**config.mk**
```make
export PLATFORM = sky130hd
export DESIGN_NAME = freelist
export DESIGN_NICKNAME = d
export VERILOG_FILES = /design/src/rtl/freelist_pkg.sv /design/src/rtl/freelist.sv
export SDC_FILE = /design/constraint.sdc
export NUM_CORES = 1
export LEC_CHECK = 0
export ABC_CLOCK_PERIOD_IN_PS = 4800
export BUFFER_PORTS_ARGS = -buffer_cell sky130_fd_sc_hd__buf_2
export CORE_UTILIZATION = 60
export CTS_CLUSTER_DIAMETER = 200
export DETAILED_ROUTE_END_ITERATION = 7
export GPL_ROUTABILITY_DRIVEN = 0
export PLACE_DENSITY_LB_ADDON = 0.2
export SYNTH_ARGS = -nofsm -noshare
export SYNTH_HDL_FRONTEND = slang
export SYNTH_SLANG_ARGS = --single-unit
```
**constraint.sdc**
```tcl
create_clock -name clock -period 4.8 [get_ports clock]
set_clock_uncertainty 0.05 [all_clocks]
set_input_delay 0.24 -clock clock [delete_from_list [all_inputs] [get_ports clock]]
set_output_delay 0.24 -clock clock [all_outputs]
set_load 0.005 [all_outputs]
```
**src/rtl/freelist_pkg.sv**
```systemverilog
// Shared rename defines: register-file sizing and freelist pointer geometry.
`ifndef FREELIST_PKG_SV
`define FREELIST_PKG_SV
`define PREG_RANGE 5:0

package freelist_pkg;
  localparam int FL_PREG_NUM = 64;
  localparam int FL_LREG_NUM = 32;
  localparam int FL_DEPTH    = FL_PREG_NUM - FL_LREG_NUM;
  localparam int FL_IDX_W    = $clog2(FL_DEPTH);
  localparam int FL_PTR_W    = FL_IDX_W + 1;
endpackage

`endif

```
**src/rtl/freelist.sv**
```systemverilog
// Physical-register freelist: circular buffer with speculative/architectural heads,
// two-wide allocate at rename and two-wide release at commit, flush rewinds to arch head.
module freelist
  import freelist_pkg::*;
#(
  parameter int PREG_NUM = FL_PREG_NUM,
  parameter int LREG_NUM = FL_LREG_NUM
) (
  input  logic               clock,
  input  logic               reset_n,
  input  logic               instr0_freelist_req,
  input  logic               instr1_freelist_req,
  input  logic               rename_fire,
  output logic [`PREG_RANGE] instr0_freelist_resp,
  output logic [`PREG_RANGE] instr1_freelist_resp,
  output logic               freelist_can_alloc,
  input  logic               commit0_free_valid,
  input  logic               commit1_free_valid,
  input  logic [`PREG_RANGE] commit0_free_preg,
  input  logic [`PREG_RANGE] commit1_free_preg,
  input  logic               commit0_alloc_valid,
  input  logic               commit1_alloc_valid,
  input  logic               flush_valid,
  output logic [5:0]         freelist_count
);
  localparam int DEPTH = PREG_NUM - LREG_NUM;
  localparam int IW    = $clog2(DEPTH);
  localparam int PW    = IW + 1;

  logic [DEPTH-1:0][5:0] r_entry;
  logic [PW-1:0]         r_spec_head, r_arch_head, r_tail;

  logic [PW-1:0] w_count, w_spec1, w_tail1, w_arch_nxt, w_spec_nxt, w_tail_nxt;
  logic [1:0]    w_pop_n;

  always_comb begin
    w_count    = r_tail - r_spec_head;
    w_spec1    = r_spec_head + PW'(instr0_freelist_req);
    w_pop_n    = 2'd0;
    if (rename_fire && freelist_can_alloc && !flush_valid)
      w_pop_n = {1'b0, instr0_freelist_req} + {1'b0, instr1_freelist_req};
    w_arch_nxt = r_arch_head + PW'(commit0_alloc_valid) + PW'(commit1_alloc_valid);
    // Flush rewinds to the arch head including this cycle's commits.
    w_spec_nxt = flush_valid ? w_arch_nxt : r_spec_head + PW'(w_pop_n);
    w_tail1    = r_tail + PW'(commit0_free_valid);
    w_tail_nxt = w_tail1 + PW'(commit1_free_valid);
  end

  assign freelist_count       = 6'(w_count);
  assign freelist_can_alloc   = (w_count >= PW'(2));
  assign instr0_freelist_resp = r_entry[r_spec_head[IW-1:0]];
  assign instr1_freelist_resp = r_entry[w_spec1[IW-1:0]];

  always_ff @(posedge clock or negedge reset_n) begin
    if (!reset_n) begin
      for (int i = 0; i < DEPTH; i++) r_entry[i] <= 6'(LREG_NUM + i);
      r_spec_head <= '0;
      r_arch_head <= '0;
      r_tail      <= PW'(DEPTH);
    end else begin
      if (commit0_free_valid) r_entry[r_tail[IW-1:0]]  <= commit0_free_preg;
      if (commit1_free_valid) r_entry[w_tail1[IW-1:0]] <= commit1_free_preg;
      r_spec_head <= w_spec_nxt;
      r_arch_head <= w_arch_nxt;
      r_tail      <= w_tail_nxt;
    end
  end

  a_no_overflow: assert property (@(posedge clock) disable iff (!reset_n)
    (32'(w_count) + 32'(commit0_free_valid) + 32'(commit1_free_valid)) <= DEPTH);
  a_no_preg0_free0: assert property (@(posedge clock) disable iff (!reset_n)
    commit0_free_valid |-> (commit0_free_preg != '0));
  a_no_preg0_free1: assert property (@(posedge clock) disable iff (!reset_n)
    commit1_free_valid |-> (commit1_free_preg != '0));
endmodule

```
==> key figures <==
Place
  – DPL Wire Length: roughly 27,000 um
  – Port Buffer Count: 40

Yosys
  – Most frequent cell after synthesis: mux2_2
  – Post-Synthesis Net Count: about 1,200
  – Post-synth top area cell: mux2_2
  – Sequential-to-total area share from yosys stat: 36.7%
  – Top cell type's share of synthesized area: 26.8%
  – Syn_area_per_cell: 13.1 um^2
  – Synthesized cell area: 14,700 um^2
  – Predominant post-synthesis flop cell: dfstp_2
  – Mapped Cells: 1,124
  – Synth Register Bits: 210
  – Synth cell count leaders: mux2_2, dfstp_2, dfrtp_1, mux4_2, mux2i_1
  – Synth cell types: 62
  – Asr flop ratio synth: 100%
  – Post-synth EDFFs: 0
  – Top area cells in the synthesized netlist: mux2_2, dfstp_2, dfrtp_1, mux4_2, mux2i_1
  – YS warnings: 0

Critical path
  – Delay-heaviest family, CP: flip-flops
  – Critical path type: reg2out
  – CP max stage delay: 880 ps
  – CP endpoint kind: primary output
  – CP cell instances: ha_4 > ha_2 > xor2_2 > buf_4 > mux2i_1 > a221oi_1 > buf_2
  – Data arrival, critical path: 3930 ps
  – CP Max Fanout: 40
  – Required time worst endpoint: 4510 ps
  – WP buf/inv: 2
  – CP max-delay cell: dfrtp_4
  – Critical Path Source Type: flip-flop

STA
  – Tmin final: 4220 ps
  – Fmax achieved: 237 MHz
  – Hold slack: 6.95 ps
  – Final hold vios: 0
  – Final setup violation count: 0
  – RSZ-0062 raised after global routing: false
  – Setup_tns: 0 ps
  – Slew HR: roughly 22%
  – Slew Viols, Final: 0
  – Slew at the pin closest to its max-slew limit: 1160 ps
  – Post-route clock period utilization: a little under 90%

Global routing
  – Pin count of the biggest net entering global routing: 104
  – Initial antenna violation count: 0
  – First-pass GRT wire length: 61,500 um
  – Total gr overflow: 0
  – Gr usage total: 33.3%
  – Number of global-route vias before repair: around 10,000

Power
  – Worst VDD drop: between 0.4 and 0.5 mV
  – Leakage: approximately 6.4 nW
  – Power Dens Cells: 776 nW/um^2

Clock network
  – CTS tree: yes
  – Clk slew on worst S/H paths: 50 ps
  – Num Clock Sinks: 210
  – Clock buffer count from CTS: 24
  – Bufs on Longest Clock Path: 3
  – H-tree depth: 1
  – Quantity of gates resized following cts: 0
  – Clock Latency Late Sink: 530 ps
  – Clk root buf: clkbuf_16

Flow run
  – Maxcap violations: 0

Finish
  – Synth-to-Final Area Change: 7.01%
  – FILL cells: 1,756
  – Register area: 5400 um^2
  – Fraction of layout cells with a size suffix above 1: 57.4%
  – Nets: 1,163
  – Antenna Cells: 0
  – Multi-input combinational cell area: 8850 um^2

Detailed routing
  – Drc violations: 0
  – Vias/cell: 6.85
  – Drt first pass iters: 5
  – Avg WL per Cell: 27.5 um
  – Iteration-0 DRC Markers: 1,028
  – WL final: ~40,000 um
  – Via count: 9,994
  – Final ANT Viol Nets: 0

Die
  – Die area: around 25,000 um^2
  – Initial Util: around three fifths
  – Core region area: 23,800 um^2
  – Die width: about 160 um
  – Floorplan die height: roughly 160 um
  – # IOs: 41
  – Floorplan row count: 56

Outcome
  – Status: finished, final reports clean

Worst hold path
  – Min-delay worst type: in2reg
==> power breakdown <==
part / switching (mW) / total, mW / internal [mW]
Sequential: 0.913 / 3.89 / 2.97
Combinational: 3.09 / 6.59 / 3.50
Clock: 0.737 / 1.75 / 1.01
Total: 4.74 / 12.2 / 7.49
==> cell families (layout without fill, tap and decap cells) <==
family | Yosys count | count (layout) | share of synthesized area, %
AO/OA/AOI/OAI | 82 | 82 | 4.18
adder cells (fa/ha/maj) | 18 | 18 | 1.68
AND/OR/NAND/NOR | 165 | 165 | 6.27
flip-flops | 210 | 210 | 36.7
buffers and inverters | 96 | 112 | 3.37
XOR/XNOR | 17 | 17 | 1.06
multiplexers | 536 | 536 | 46.8
==> registers in the layout (all words and copies together), names as in the netlist <==
name	flops
r_arch_head	6
r_spec_head	6
r_entry	192
r_tail	6
==> path summary, 6_finish.rpt <==
| kind | start | end | slack (ps) | cells after the start |
|---|---|---|---|---|
| max | r_spec_head[0] | instr1_freelist_resp[1] | 580 | 7 |
| min | flush_valid | r_spec_head[1] | 7 | 2 |
| max reg2reg | r_spec_head[0] | r_spec_head[4] | 970 | 14 |
| min reg2reg | r_arch_head[5] | r_arch_head[5] | 430 | 1 |
| max in group asynchronous | reset_n | r_entry[161] | 3310 | 3 |
| min in group asynchronous | reset_n | r_entry[98] | 340 | 2 |
==> layout by cell type (no fill, tap or decap), types with 24 or more instances in the layout <==
cell and instances:
nand2_1 40, clkbuf_16 25, a22oi_1 24, mux4_2 64
nor2_1 30, mux2i_1 61, mux2_2 350, buf_2 39
nand3_1 36, dfstp_2 113, dfrtp_1 96, mux2_1 47
==> area by class of cell <==
| cell class | count | area share [%] |
|---|---|---|
| multi-input cells | 818 | 56.2 |
| flip-flops and latches | 210 | 34.3 |
| clock buffers | 37 | 4.51 |
| well taps | 319 | 2.53 |
| repair buffers | 53 | 1.96 |
| inverters | 16 | 0.381 |
| clock inverters | 6 | 0.191 |
==> what timing repair did <==
| item | 4_1_cts | 5_1_grt |
|---|---|---|
| hold buffers | 1 | 0 |
| hold endpoints to repair | 49 | 0 |
| setup buffers | 0 | 0 |
==> through the flow <==
stage	instance area (um^2)	util (%)	power, mW	setup slack, ps	instances
floorplan	14700	-	8.57	1520	1124
global placement	15000	63.2	10.1	1100	1415
detailed placement	15000	63.2	10.4	1000	1415
CTS	15800	66.3	12.1	669	1459
global route	15800	66.3	12.9	531	1459
finish	15800	66.3	12.2	580	1459
==> routing by layer <==
layer	vias to the layer above	wire, um	track usage [%]
li1	4292	-	-
met1	5152	17100	46.6
met2	447	18500	52.5
met3	103	3240	5.96
met4	0	1380	11.2
met5	-	0	0
No activity file was read; power rests on OpenSTA's default activity.
